--- src/rtl/morse_pkg.sv ---
// morse_pkg: shared types and the Morse lookup for morse_stream_decoder.
//   state_t       : decoder FSM states (IDLE / ACCUM / SPACE)
//   ASCII_*       : fixed output bytes
//   morse_lookup  : {len, code} -> ASCII. The first symbol is the MSB of the
//                   len-bit code (dot=0, dash=1). Digits 0-9 are decoded only
//                   when MORSE_DIGITS_EN is defined.
package morse_pkg;

    typedef enum logic [1:0] {
        IDLE  = 2'd0,
        ACCUM = 2'd1,
        SPACE = 2'd2
    } state_t;

    localparam logic [7:0] ASCII_SPACE   = 8'h20;
    localparam logic [7:0] ASCII_UNKNOWN = 8'h3F;

    // Code bits above len are always zero, so the key can be matched exactly.
    function automatic logic [7:0] morse_lookup(input logic [3:0]  len,
                                                input logic [6:0]  code,
                                                input int unsigned max_len);
        logic [7:0] ch;
        ch = ASCII_UNKNOWN;
        if (32'(len) <= max_len) begin
            case ({len, code})
                {4'd2, 7'b01}:    ch = 8'h41; // A
                {4'd4, 7'b1000}:  ch = 8'h42; // B
                {4'd4, 7'b1010}:  ch = 8'h43; // C
                {4'd3, 7'b100}:   ch = 8'h44; // D
                {4'd1, 7'b0}:     ch = 8'h45; // E
                {4'd4, 7'b0010}:  ch = 8'h46; // F
                {4'd3, 7'b110}:   ch = 8'h47; // G
                {4'd4, 7'b0000}:  ch = 8'h48; // H
                {4'd2, 7'b00}:    ch = 8'h49; // I
                {4'd4, 7'b0111}:  ch = 8'h4A; // J
                {4'd3, 7'b101}:   ch = 8'h4B; // K
                {4'd4, 7'b0100}:  ch = 8'h4C; // L
                {4'd2, 7'b11}:    ch = 8'h4D; // M
                {4'd2, 7'b10}:    ch = 8'h4E; // N
                {4'd3, 7'b111}:   ch = 8'h4F; // O
                {4'd4, 7'b0110}:  ch = 8'h50; // P
                {4'd4, 7'b1101}:  ch = 8'h51; // Q
                {4'd3, 7'b010}:   ch = 8'h52; // R
                {4'd3, 7'b000}:   ch = 8'h53; // S
                {4'd1, 7'b1}:     ch = 8'h54; // T
                {4'd3, 7'b001}:   ch = 8'h55; // U
                {4'd4, 7'b0001}:  ch = 8'h56; // V
                {4'd3, 7'b011}:   ch = 8'h57; // W
                {4'd4, 7'b1001}:  ch = 8'h58; // X
                {4'd4, 7'b1011}:  ch = 8'h59; // Y
                {4'd4, 7'b1100}:  ch = 8'h5A; // Z
`ifdef MORSE_DIGITS_EN
                {4'd5, 7'b11111}: ch = 8'h30;
                {4'd5, 7'b01111}: ch = 8'h31;
                {4'd5, 7'b00111}: ch = 8'h32;
                {4'd5, 7'b00011}: ch = 8'h33;
                {4'd5, 7'b00001}: ch = 8'h34;
                {4'd5, 7'b00000}: ch = 8'h35;
                {4'd5, 7'b10000}: ch = 8'h36;
                {4'd5, 7'b11000}: ch = 8'h37;
                {4'd5, 7'b11100}: ch = 8'h38;
                {4'd5, 7'b11110}: ch = 8'h39;
`endif
                default:          ch = ASCII_UNKNOWN;
            endcase
        end
        return ch;
    endfunction

endpackage

--- src/rtl/morse_fifo.sv ---
// morse_fifo: synchronous show-ahead FIFO.
//   push/push_data : write request (ignored when full unless popping too)
//   pop            : read request (ignored when empty)
//   pop_data       : head entry, 0 when empty
//   full/empty/count : occupancy
module morse_fifo #(
    parameter int unsigned FIFO_DEPTH = 8,
    parameter int unsigned WIDTH      = 8
) (
    input  logic                          clk,
    input  logic                          rst,
    input  logic                          push,
    input  logic [WIDTH-1:0]              push_data,
    input  logic                          pop,
    output logic [WIDTH-1:0]              pop_data,
    output logic                          full,
    output logic                          empty,
    output logic [$clog2(FIFO_DEPTH):0]   count
);
    localparam int unsigned AW = $clog2(FIFO_DEPTH);
    localparam int unsigned PW = AW + 1;

    logic [WIDTH-1:0] mem [FIFO_DEPTH];
    logic [PW-1:0]    wr_ptr;
    logic [PW-1:0]    rd_ptr;
    logic             rd_en;
    logic             wr_en;

    // A full FIFO still accepts a push when the head leaves in the same cycle.
    assign rd_en = pop & ~empty;
    assign wr_en = push & (~full | rd_en);

    assign count    = wr_ptr - rd_ptr;
    assign empty    = (wr_ptr == rd_ptr);
    assign full     = (count == PW'(FIFO_DEPTH));
    assign pop_data = empty ? '0 : mem[rd_ptr[AW-1:0]];

    // Pointers carry one extra wrap bit.
    always_ff @(posedge clk or negedge rst) begin
        if (!rst) begin
            wr_ptr <= '0;
            rd_ptr <= '0;
        end else begin
            if (wr_en) wr_ptr <= wr_ptr + PW'(1);
            if (rd_en) rd_ptr <= rd_ptr + PW'(1);
        end
    end

    // Storage
    always_ff @(posedge clk) begin
        if (wr_en) mem[wr_ptr[AW-1:0]] <= push_data;
    end

endmodule

--- src/rtl/morse_stream_decoder.sv ---
// morse_stream_decoder: Morse key inputs -> ASCII stream with valid/ready FIFO.
//   dot_inp/dash_inp/char_space_inp/word_space_inp : key levels, edge-detected
//   out_data/out_valid/out_ready : show-ahead output handshake
//   fifo_count : occupied FIFO entries
//   ovf        : sticky, a character was dropped on a full FIFO
//   sym_len    : symbols collected for the current character
// Build option: MORSE_DIGITS_EN adds digit decoding (needs MAX_LEN >= 5).
module morse_stream_decoder
    import morse_pkg::*;
#(
    parameter int unsigned MAX_LEN    = 5,
    parameter int unsigned FIFO_DEPTH = 8
) (
    input  logic                        clk,
    input  logic                        rst,
    input  logic                        dot_inp,
    input  logic                        dash_inp,
    input  logic                        char_space_inp,
    input  logic                        word_space_inp,
    output logic [7:0]                  out_data,
    output logic                        out_valid,
    input  logic                        out_ready,
    output logic [$clog2(FIFO_DEPTH):0] fifo_count,
    output logic                        ovf,
    output logic [2:0]                  sym_len
);
    localparam logic [3:0] LEN_SAT = 4'(MAX_LEN + 1);

`ifdef MORSE_DIGITS_EN
    if (MAX_LEN < 5) begin : g_digit_len_check
        $error("MORSE_DIGITS_EN requires MAX_LEN >= 5");
    end
`endif

    state_t               state;
    state_t               state_n;
    logic [MAX_LEN-1:0]   code;
    logic [MAX_LEN-1:0]   code_n;
    logic [3:0]           len;
    logic [3:0]           len_n;
    logic [7:0]           last_byte;
    logic [3:0]           keys;
    logic [3:0]           key_prev;
    logic [3:0]           key_ev;
    logic                 ev_word;
    logic                 ev_char;
    logic                 ev_sym;
    logic                 push_c;
    logic [7:0]           push_data_c;
    logic                 pop_c;
    logic                 full;
    logic                 empty;
    logic [7:0]           lookup_c;

    // Registered rising-edge events, bit order {word, char, dash, dot}.
    assign keys = {word_space_inp, char_space_inp, dash_inp, dot_inp};

    always_ff @(posedge clk or negedge rst) begin
        if (!rst) begin
            key_prev <= '0;
            key_ev   <= '0;
        end else begin
            key_prev <= keys;
            key_ev   <= keys & ~key_prev;
        end
    end

    // Priority word > char > symbol; dash beats dot through the shifted-in bit.
    assign ev_word  = key_ev[3];
    assign ev_char  = key_ev[2] & ~key_ev[3];
    assign ev_sym   = (key_ev[1] | key_ev[0]) & ~key_ev[3] & ~key_ev[2];
    assign lookup_c = morse_lookup(len, 7'(code), MAX_LEN);

    // State and accumulator registers
    always_ff @(posedge clk or negedge rst) begin
        if (!rst) begin
            state <= IDLE;
            code  <= '0;
            len   <= '0;
        end else begin
            state <= state_n;
            code  <= code_n;
            len   <= len_n;
        end
    end

    // Next state, accumulator update and FIFO push request
    always_comb begin
        state_n     = state;
        code_n      = code;
        len_n       = len;
        push_c      = 1'b0;
        push_data_c = ASCII_SPACE;
        case (state)
            IDLE: begin
                if (ev_word) begin
                    push_c = (last_byte != ASCII_SPACE);
                end else if (ev_sym) begin
                    code_n  = {code[MAX_LEN-2:0], key_ev[1]};
                    len_n   = 4'd1;
                    state_n = ACCUM;
                end
            end
            ACCUM: begin
                if (ev_word || ev_char) begin
                    push_c      = 1'b1;
                    push_data_c = lookup_c;
                    code_n      = '0;
                    len_n       = '0;
                    state_n     = ev_word ? SPACE : IDLE;
                end else if (ev_sym) begin
                    code_n = {code[MAX_LEN-2:0], key_ev[1]};
                    len_n  = (len == LEN_SAT) ? len : len + 4'd1;
                end
            end
            SPACE: begin
                push_c  = 1'b1;
                state_n = IDLE;
            end
            default: state_n = IDLE;
        endcase
    end

    // Last pushed byte suppresses repeated word spaces; ovf is sticky.
    always_ff @(posedge clk or negedge rst) begin
        if (!rst) begin
            last_byte <= ASCII_SPACE;
            ovf       <= 1'b0;
        end else begin
            if (push_c) last_byte <= push_data_c;
            if (push_c && full && !pop_c) ovf <= 1'b1;
        end
    end

    assign pop_c     = out_valid & out_ready;
    assign out_valid = ~empty;
    assign sym_len   = len[3] ? 3'd7 : len[2:0];

    morse_fifo #(
        .FIFO_DEPTH (FIFO_DEPTH),
        .WIDTH      (8)
    ) u_fifo (
        .clk       (clk),
        .rst       (rst),
        .push      (push_c),
        .push_data (push_data_c),
        .pop       (pop_c),
        .pop_data  (out_data),
        .full      (full),
        .empty     (empty),
        .count     (fifo_count)
    );

endmodule

--- config.mk ---
export PLATFORM = sky130hd
export DESIGN_NAME = morse_stream_decoder
export DESIGN_NICKNAME = d
export VERILOG_FILES = /design/src/rtl/morse_pkg.sv /design/src/rtl/morse_fifo.sv /design/src/rtl/morse_stream_decoder.sv
export SDC_FILE = /design/constraint.sdc
export NUM_CORES = 1
export LEC_CHECK = 0
export ABC_CLOCK_PERIOD_IN_PS = 10300
export BUFFER_PORTS_ARGS = -buffer_cell sky130_fd_sc_hd__buf_2
export CAP_MARGIN = 30
export CORE_MARGIN = 4
export CORE_UTILIZATION = 55
export DETAILED_ROUTE_END_ITERATION = 7
export PLACE_DENSITY_LB_ADDON = 0.3
export RECOVER_POWER = 100
export SYNTH_ARGS = -nofsm -noshare
export SYNTH_HDL_FRONTEND = slang
export SYNTH_SLANG_ARGS = --single-unit
--- constraint.sdc ---
create_clock -name clk -period 10.3 [get_ports clk]
set_clock_uncertainty 0.1 [all_clocks]
set_input_delay 1.545 -clock clk [delete_from_list [all_inputs] [get_ports clk]]
set_output_delay 1.545 -clock clk [all_outputs]
set_load 0.01 [all_outputs]
== Word-level counts from Yosys, hierarchy flattened ==
Memories as Yosys holds them, arrays and structs flattened.
Index checks and enable logic that the tools add are counted.
Storage, ports and cells
  logic and storage cells: 101
  register bits after elaboration: 36
  memories: 1
  RAM bits: 56
Cells by class
  mux-type cells: 26
  eq/ne operators: 37
  reduce and logical (&&, ||, !) cells: 9
  magnitude comparators: 1
  bitwise gates (word level): 14
  add/subtract/negate cells: 4
Memories
  u_fifo.mem: words 8, bits a word 7, rd ports 1, clocked after Yosys merged registers in 0, write ports 1, line morse_fifo.sv:23  | logic [WIDTH-1:0] mem [FIFO_DEPTH];
Operator list (count)
  one-hot mux 7 bit (26 select lines): 1
  == test 9 x 7 -> 1 bit, second input constant: 12
  == test 9 x 8 -> 1 bit, second input constant: 12
  two-way mux 7 bit: 3
  two-way mux 4 bit: 5
  == test 9 x 6 -> 1 bit, second input constant: 2
  two-way mux 5 bit: 3
  adder 4 x 1 -> 4 bit, second input constant: 3
  one-hot mux 5 bit (2 select lines): 1
  two-way mux 2 bit: 4
  two-way mux 8 bit: 1
  inequality test 8 x 6 -> 1 bit, second input constant: 1
  one-hot mux 4 bit (2 select lines): 1
  AND 1 bit: 6
  inequality test 2 bit, second input constant: 3
  inequality test 3 bit, second input constant: 2
  AND reduction 5 bit: 1
  AND 4 bit: 1
  == test 4 x 3 -> 1 bit, second input constant: 1
  == test 4 bit: 1
  == test 4 bit, second input constant: 1
  <= comparator 4 x 3 -> 1 bit, second input constant: 1
  two-way mux 1 bit: 4
  inverter 1 bit: 4
  other kinds (15): 17

== Depth between registers and ports, before layout ==
Gate-level depths: netlist (run 1).
  depth in word-level cells: 8
  mapped depth: 10
  mapped depth without buffers: 9

== By module ==
Synthesis (run 1) repeated with hierarchy kept, for this count alone.
Unflattened totals
  cells, all modules: 363
  area, all modules: 4742.0 um2
By module, submodules not included
  morse_fifo: sequential area each 2122.0 um2, cells each 169, times used 1, area each 2994.1 um2
  morse_stream_decoder: sequential area each 676.9 um2, cells each 194, times used 1, area each 1747.9 um2

== Worst setup path before layout (run 1) ==
Ideal clock, no wire load.
  kind: reg-to-output
  start point: register u_fifo.rd_ptr[1]
  end point: output fifo_count[3]
  path slack: 6.461 ns
  arrival time: 2.194 ns
  stages on the path, launching flop included: 9
  cell sequence: dfrtp_1 clkbuf_1 clkbuf_1 inv_1 ha_1 nor2b_1 o21a_1 or3_1 and2_1
On the way
  longest elaborated chain between the ends: 1
RTL lines
  start: declaration: line morse_fifo.sv:25  | logic [PW-1:0] rd_ptr;
  start signal: assignment: line morse_fifo.sv:45  | if (rd_en) rd_ptr <= rd_ptr + PW'(1);
  subtractor 4 bit: line morse_fifo.sv:33  | assign count = wr_ptr - rd_ptr;
  end: declaration: line morse_stream_decoder.sv:23  | output logic [$clog2(FIFO_DEPTH):0] fifo_count,
No other way between the ends.

== Worst setup path after layout (run 1) ==
  start point: register u_fifo.rd_ptr[0]
  end point: output fifo_count[3]
Same word-level chain as after synthesis.

==> results.toml, run 1 <==
[worst_setup_path]
r2r_end = "u_fifo.mem[2][0]"
crit_end = "fifo_count[3]"
timing.rr.start = "u_fifo.rd_ptr[0]"
max_stage_delay_ns = 0.67
worstSetupStartpoint = "u_fifo.rd_ptr[0]"
worst-path-stages = 7
worst-setup-path-type = "reg2out"
crit_fanout = 10
critical_path.top_delay_family = "buffers and inverters"
critical_path.startpoint_type = "register"
worstPathBufferInverterCount = 2
critical_path.cell_chain = "clkbuf_1 > ha_1 > nor2b_1 > o21a_1 > or3_1 > and2_0 > buf_2"
crit_slowest_cell = "dfrtp_1"
timing.reg2reg.setup_slack_ns = 6.51
r2r_cells = 10
critical_path_data_arrival_time_ns = 2.82
kind_of_end_point_of_the_critical_path = "output pin"
worst_ep_required_time_ns = 8.66

[routing]
drt-vias-per-instance = 5.90
drc = 0
routed_length_per_instance_um = 17.2
routed_wl_um = 8600
vias = 2945
drt.antenna.violating_nets = 0
drtPass1Iterations = 4
drt_iter0_drc = 178

[floorplan]
core_area_um2 = 7810
floorplan.die.width_um = 97.9
design.portCount = 24
dieArea_um2 = 9580
floorplan.rows = 32
fp.dieH_um = 97.9
start_util_pct = 56.9

[yosys]
synth_flop_cell = "edfxtp_1"
synth_cell_type_count = 62
synthesis.yosys.warnings = 0
ys_top_cells_by_area = "edfxtp_1 38%, dfrtp_1 19%, mux4_2 7.1%"
avgSynthCellArea_um2 = 12.0
yosysTopAreaCell = "edfxtp_1"
syn_area_um2 = 4440
ys_async_sr_fraction_pct = 38.5
postSynthRegisterBits = 91
postSynthNetCount = 388
synth_cells = 371
synth_edf_count = 56
ys_seq_area_share_pct = 57.6
yosys.area.top_type_share_pct = 37.8

[clock_tree]
number_of_buffers_added_to_fix_hold_violations_after_cts = 0
post_cts_buffers = 0
clkTransAtPathRegs_ns = 0.09
clock_tree_from_tritoncts = "done"
cts_num_sinks = 91
cts_buffer_depth = 2
cts_inserted_buffers = 9
clk-insertion-delay-late_ns = 0.35
clock_tree.htree_level_count = 3
root_buffer = "clkbuf_8"
cts_resized = 0

[final_layout]
ff_latch_area_um2 = 2560
mostFrequentLayoutCells = "56 x edfxtp_1, 36 x nand2_1, 34 x dfrtp_1, 28 x nor2_1, 24 x clkbuf_1"
final_layout_size_suffix_gt1_share_pct = 11.1
insertedDiodeCount = 0
layout_commonest_cell = "edfxtp_1"
final_nets = 409
final_cell_count_no_fill = 499
multi_input_area_um2 = 1720
filler_cell_count = 636
syn2layout_area_growth_pct = 7.35

[global_route]
grt_max_degree = 36
grt.total_usage_pct = 19.4
grt_remaining_overflow = 0
grt_antenna_before_repair = 0
first_global_vias = 2958
first_pass_grt_wire_length_um = 14800

[power_and_ir_drop]
vdd_drop_max_uv = 154
p_per_area_nw_per_um2 = 251
power.static_leakage_nw = 1.78
total_power_mw = 1.20

[placed_design]
dp_cells = 483
gp_congestion = 0.862
hpwlAfterDp_um = 6090
place.port_buffers = 22

[outcome]
failed_checks = "max-capacitance violations, max-slew violations"
outcome = "finished, violations left"

[sta]
rsz0062_at_grt = "no"
final.hold.worst_slack_ns = 0.300
tightestPinTransition_ns = 1.88
max_clock_freq_mhz = 224
final.period_utilization_pct = 43.3
setup_violations = 0
report.final.hold_viol_count = 0
maxSlewViolCount = 36
layout_min_cycle_time_ns = 4.46
tns_ns = 0
max-slew-margin-rel_pct = -25.5

[flow_run]
max_cap_viol = 1

[min_path]
hold_path_class = "reg2reg"
## cells by family after synthesis
| kind of cell | Yosys count | synth area share, % |
|---|---|---|
| AO/OA/AOI/OAI | 72 | 10.3 |
| XOR/XNOR | 10 | 1.97 |
| adder cells (fa/ha/maj) | 10 | 2.98 |
| buffers and inverters | 37 | 3.35 |
| flip-flops | 91 | 57.6 |
| multiplexers | 17 | 7.77 |
| other | 1 | 0.0844 |
| AND/OR/NAND/NOR | 133 | 16.0 |
## how the worst min path moves through the flow
stage,startpoint,to,cells after the start
2_1_floorplan,key_prev[0],key_ev[0],1
3_3_place_gp,key_prev[2],key_ev[2],1
3_5_place_dp,key_prev[3],key_ev[3],1
5_1_grt,key_prev[1],key_ev[1],1
6_report,key_prev[3],key_ev[3],1
4_1_cts,key_prev[3],key_ev[3],1
## power by group
group | switching (mW) | internal (mW) | total, mW
Clock | 0.119 | 0.0947 | 0.214
Sequential | 0.0820 | 0.458 | 0.540
Combinational | 0.253 | 0.191 | 0.444
Total | 0.454 | 0.743 | 1.20
## layout make-up
cell class | count | share of cell area, %
Multi-Input combinational cell | 243 | 36.1
Clock inverter | 5 | 0.761
Clock buffer | 11 | 2.96
Inverter | 17 | 1.34
Tap cell | 102 | 2.68
Timing Repair Buffer | 30 | 2.54
Sequential cell | 91 | 53.6
## metal layers
| layer | global-route usage (%) | up-vias | wire (um) | part of all wire, % |
|---|---|---|---|---|
| li1 | - | 1419 | - | - |
| met1 | 25.5 | 1445 | 3750 | 44 |
| met2 | 31.9 | 70 | 4340 | 50 |
| met3 | 5.57 | 11 | 413 | 4.8 |
| met4 | 5.32 | 0 | 103 | 1.2 |
| met5 | 0 | - | 0 | 0 |
## Yosys cell counts, drive strengths merged, types with 3 or more instances
cell type,instances
buf,7
or2,6
o21bai,3
nor4,15
edfxtp,56
nand4,7
a41oi,3
xnor2,7
dfrtp,34
nor2,28
nand2b,5
inv,16
ha,9
a21o,3
a21oi,21
nand3,7
xor2,3
nand2,37
nor2b,7
clkbuf,13
mux2i,3
mux4,14
o21ai,16
a31oi,7
nor3,4
or3,3
and2,3
## flip-flops by register name (all words and copies together), names as in the netlist
register       count
code               5
key_ev             4
key_prev           4
last_byte          7
len                4
ovf                1
state              2
u_fifo.mem        56
u_fifo.rd_ptr      4
u_fifo.wr_ptr      4
## through the flow
step,instance area (um2),worst slack [ns],utilization (%)
detailed placement,4660,6.34,59.7
CTS,4840,5.93,62.0
finish,4770,5.84,61.1
floorplan,4440,6.46,-
global route,4770,5.54,61.1
global placement,4640,6.40,59.5
## worst reg2reg max path: stages, from the launching register on
cell and delay (ns):
dfrtp_1 0.67, clkbuf_1 0.64, ha_1 0.29, inv_1 0.06, fa_1 0.37, xor2_1 0.19, nor4_1 0.41, nand3_1 0.19
nand2_1 0.22, nor4_1 0.07, clkbuf_1 0.26
Note: power is estimated with default switching activity, not from simulation.
==> run 2, diff against run 1 <==
--- a/config.mk
+++ b/config.mk
@@ -5,7 +5,7 @@
 export SDC_FILE = /design/constraint.sdc
 export NUM_CORES = 1
 export LEC_CHECK = 0
-export ABC_CLOCK_PERIOD_IN_PS = 10300
+export ABC_CLOCK_PERIOD_IN_PS = 3800
 export BUFFER_PORTS_ARGS = -buffer_cell sky130_fd_sc_hd__buf_2
 export CAP_MARGIN = 30
 export CORE_MARGIN = 4
==> constraint.sdc (replaced) <==
create_clock -name clk -period 3.8 [get_ports clk]
set_clock_uncertainty 0.1 [all_clocks]
set_input_delay 0.57 -clock clk [delete_from_list [all_inputs] [get_ports clk]]
set_output_delay 0.57 -clock clk [all_outputs]
set_load 0.01 [all_outputs]
==> results.toml, run 2 (synthesized netlist as in run 1, its figures left out) <==
[global_route]
first_global_vias = 3025
first_pass_grt_wire_length_um = 15600
grt_max_degree = 36
grt_remaining_overflow = 0
grt.total_usage_pct = 20.7
grt_antenna_before_repair = 0

[floorplan]
fp.dieH_um = 97.9
floorplan.rows = 32
design.portCount = 24
dieArea_um2 = 9580
floorplan.die.width_um = 97.9
start_util_pct = 56.9
core_area_um2 = 7810

[sta]
report.final.hold_viol_count = 0
max-slew-margin-rel_pct = -28.6
maxSlewViolCount = 36
final.hold.worst_slack_ns = 0.228
final.period_utilization_pct = 91.6
tightestPinTransition_ns = 1.93
rsz0062_at_grt = "no"
tns_ns = 0
setup_violations = 0
max_clock_freq_mhz = 287
layout_min_cycle_time_ns = 3.48

[clock_tree]
root_buffer = "clkbuf_8"
cts_resized = 0
clock_tree.htree_level_count = 3
cts_num_sinks = 91
cts_inserted_buffers = 9
clkTransAtPathRegs_ns = 0.10
number_of_buffers_added_to_fix_hold_violations_after_cts = 0
post_cts_buffers = 0
clk-insertion-delay-late_ns = 0.36
clock_tree_from_tritoncts = "done"
cts_buffer_depth = 2

[worst_setup_path]
crit_end = "u_fifo.mem[3][6]"
critical_path.startpoint_type = "register"
worstSetupStartpoint = "u_fifo.rd_ptr[2]"
max_stage_delay_ns = 0.84
timing.rr.start = "u_fifo.rd_ptr[2]"
r2r_end = "u_fifo.mem[3][6]"
critical_path.cell_chain = "clkinv_1 > ha_1 > o21a_1 > or3_1 > nand3_1 > nand2_1 > nor3_1"
kind_of_end_point_of_the_critical_path = "register"
timing.reg2reg.setup_slack_ns = 0.32
worst-path-stages = 7
worst-setup-path-type = "reg2reg"
critical_path.top_delay_family = "simple AND/OR/NAND/NOR gates"
critical_path_data_arrival_time_ns = 3.36
crit_slowest_cell = "nor3_1"
r2r_cells = 7
worstPathBufferInverterCount = 1
worst_ep_required_time_ns = 3.68
crit_fanout = 10

[routing]
drt-vias-per-instance = 6.20
vias = 3141
routed_wl_um = 9560
routed_length_per_instance_um = 18.8
drt_iter0_drc = 236
drtPass1Iterations = 5
drc = 0
drt.antenna.violating_nets = 0

[final_layout]
final_nets = 417
layout_commonest_cell = "edfxtp_1"
final_util_pct = 62.4
post-route-cell-area_um2 = 4870
insertedDiodeCount = 0
multi_input_area_um2 = 1720
filler_cell_count = 629
ff_latch_area_um2 = 2560
syn2layout_area_growth_pct = 9.60
mostFrequentLayoutCells = "56 x edfxtp_1, 36 x nand2_1, 34 x dfrtp_1, 28 x nor2_1, 25 x clkbuf_1"
largest_reg_flops = 56
final_layout_size_suffix_gt1_share_pct = 12.8

[placed_design]
detailed_place.area_um2 = 4720
gp_congestion = 0.891
place.port_buffers = 22
hpwlAfterDp_um = 6550

[power_and_ir_drop]
p_per_area_nw_per_um2 = 713
power.static_leakage_nw = 1.84
vdd_drop_max_uv = 361

[flow_run]
max_cap_viol = 1

[outcome]
outcome = "finished, violations left"
failed_checks = "max-capacitance violations, max-slew violations"

[min_path]
hold_path_class = "in2reg"
==> run 2: cell types whose count changed in the layout (fill, tap and decap cells not counted), sizes merged <==
cell	change
clkinvlp	-1
clkinv	-1
bufinv	+2
buf	+7
inv	+1
==> run 2: how the worst min path moves through the flow <==
stage	slack, ns	cells after the start	startpoint	to
final	0.23	1	dot_inp	key_prev[0]
after global routing	0.21	1	word_space_inp	key_prev[3]
after CTS	0.20	1	rst	u_fifo.rd_ptr[3]
after detailed placement	0.29	1	key_prev[3]	key_ev[3]
after global placement	0.28	1	key_prev[3]	key_ev[3]
after floorplan	0.17	0	rst	code[0]
==> run 2: routing by layer <==
metal	GRT usage [%]	wire length (um)
met1	27.2	4040
met2	35.1	4810
met3	4.43	557
met4	5.32	153
met5	0	0
==> run 2: per-stage QoR <==
stage	cells	worst slack, ns	total power [mW]
2_1_floorplan	371	0.326	2.35
5_1_grt	507	0.131	3.71
6_report	507	0.321	3.47
4_1_cts	507	0.350	3.55
3_5_place_dp	491	0.462	2.80
3_3_place_gp	491	0.699	2.76
==> run 2: layout make-up <==
type	count	area share [%]
multi-input cells	243	35.3
inverters	17	1.31
well taps	102	2.62
clock inverters	6	1.98
repair buffers	38	3.60
clock buffers	10	2.62
flip-flops and latches	91	52.5
==> run 2: worst reg2reg max path, cell delays in order, from the launching register on <==
cell and delay, ns:
dfrtp_1 0.58, clkinv_1 0.34, ha_1 0.46, o21a_1 0.15, or3_1 0.34, nand3_1 0.13
nand2_1 0.15, nor3_1 0.84
==> run 2: report_power, final <==
| group | total, mW | internal [mW] | switching [mW] |
|---|---|---|---|
| Clock | 0.734 | 0.379 | 0.355 |
| Sequential | 1.38 | 1.24 | 0.141 |
| Combinational | 1.36 | 0.547 | 0.811 |
| Total | 3.47 | 2.17 | 1.31 |
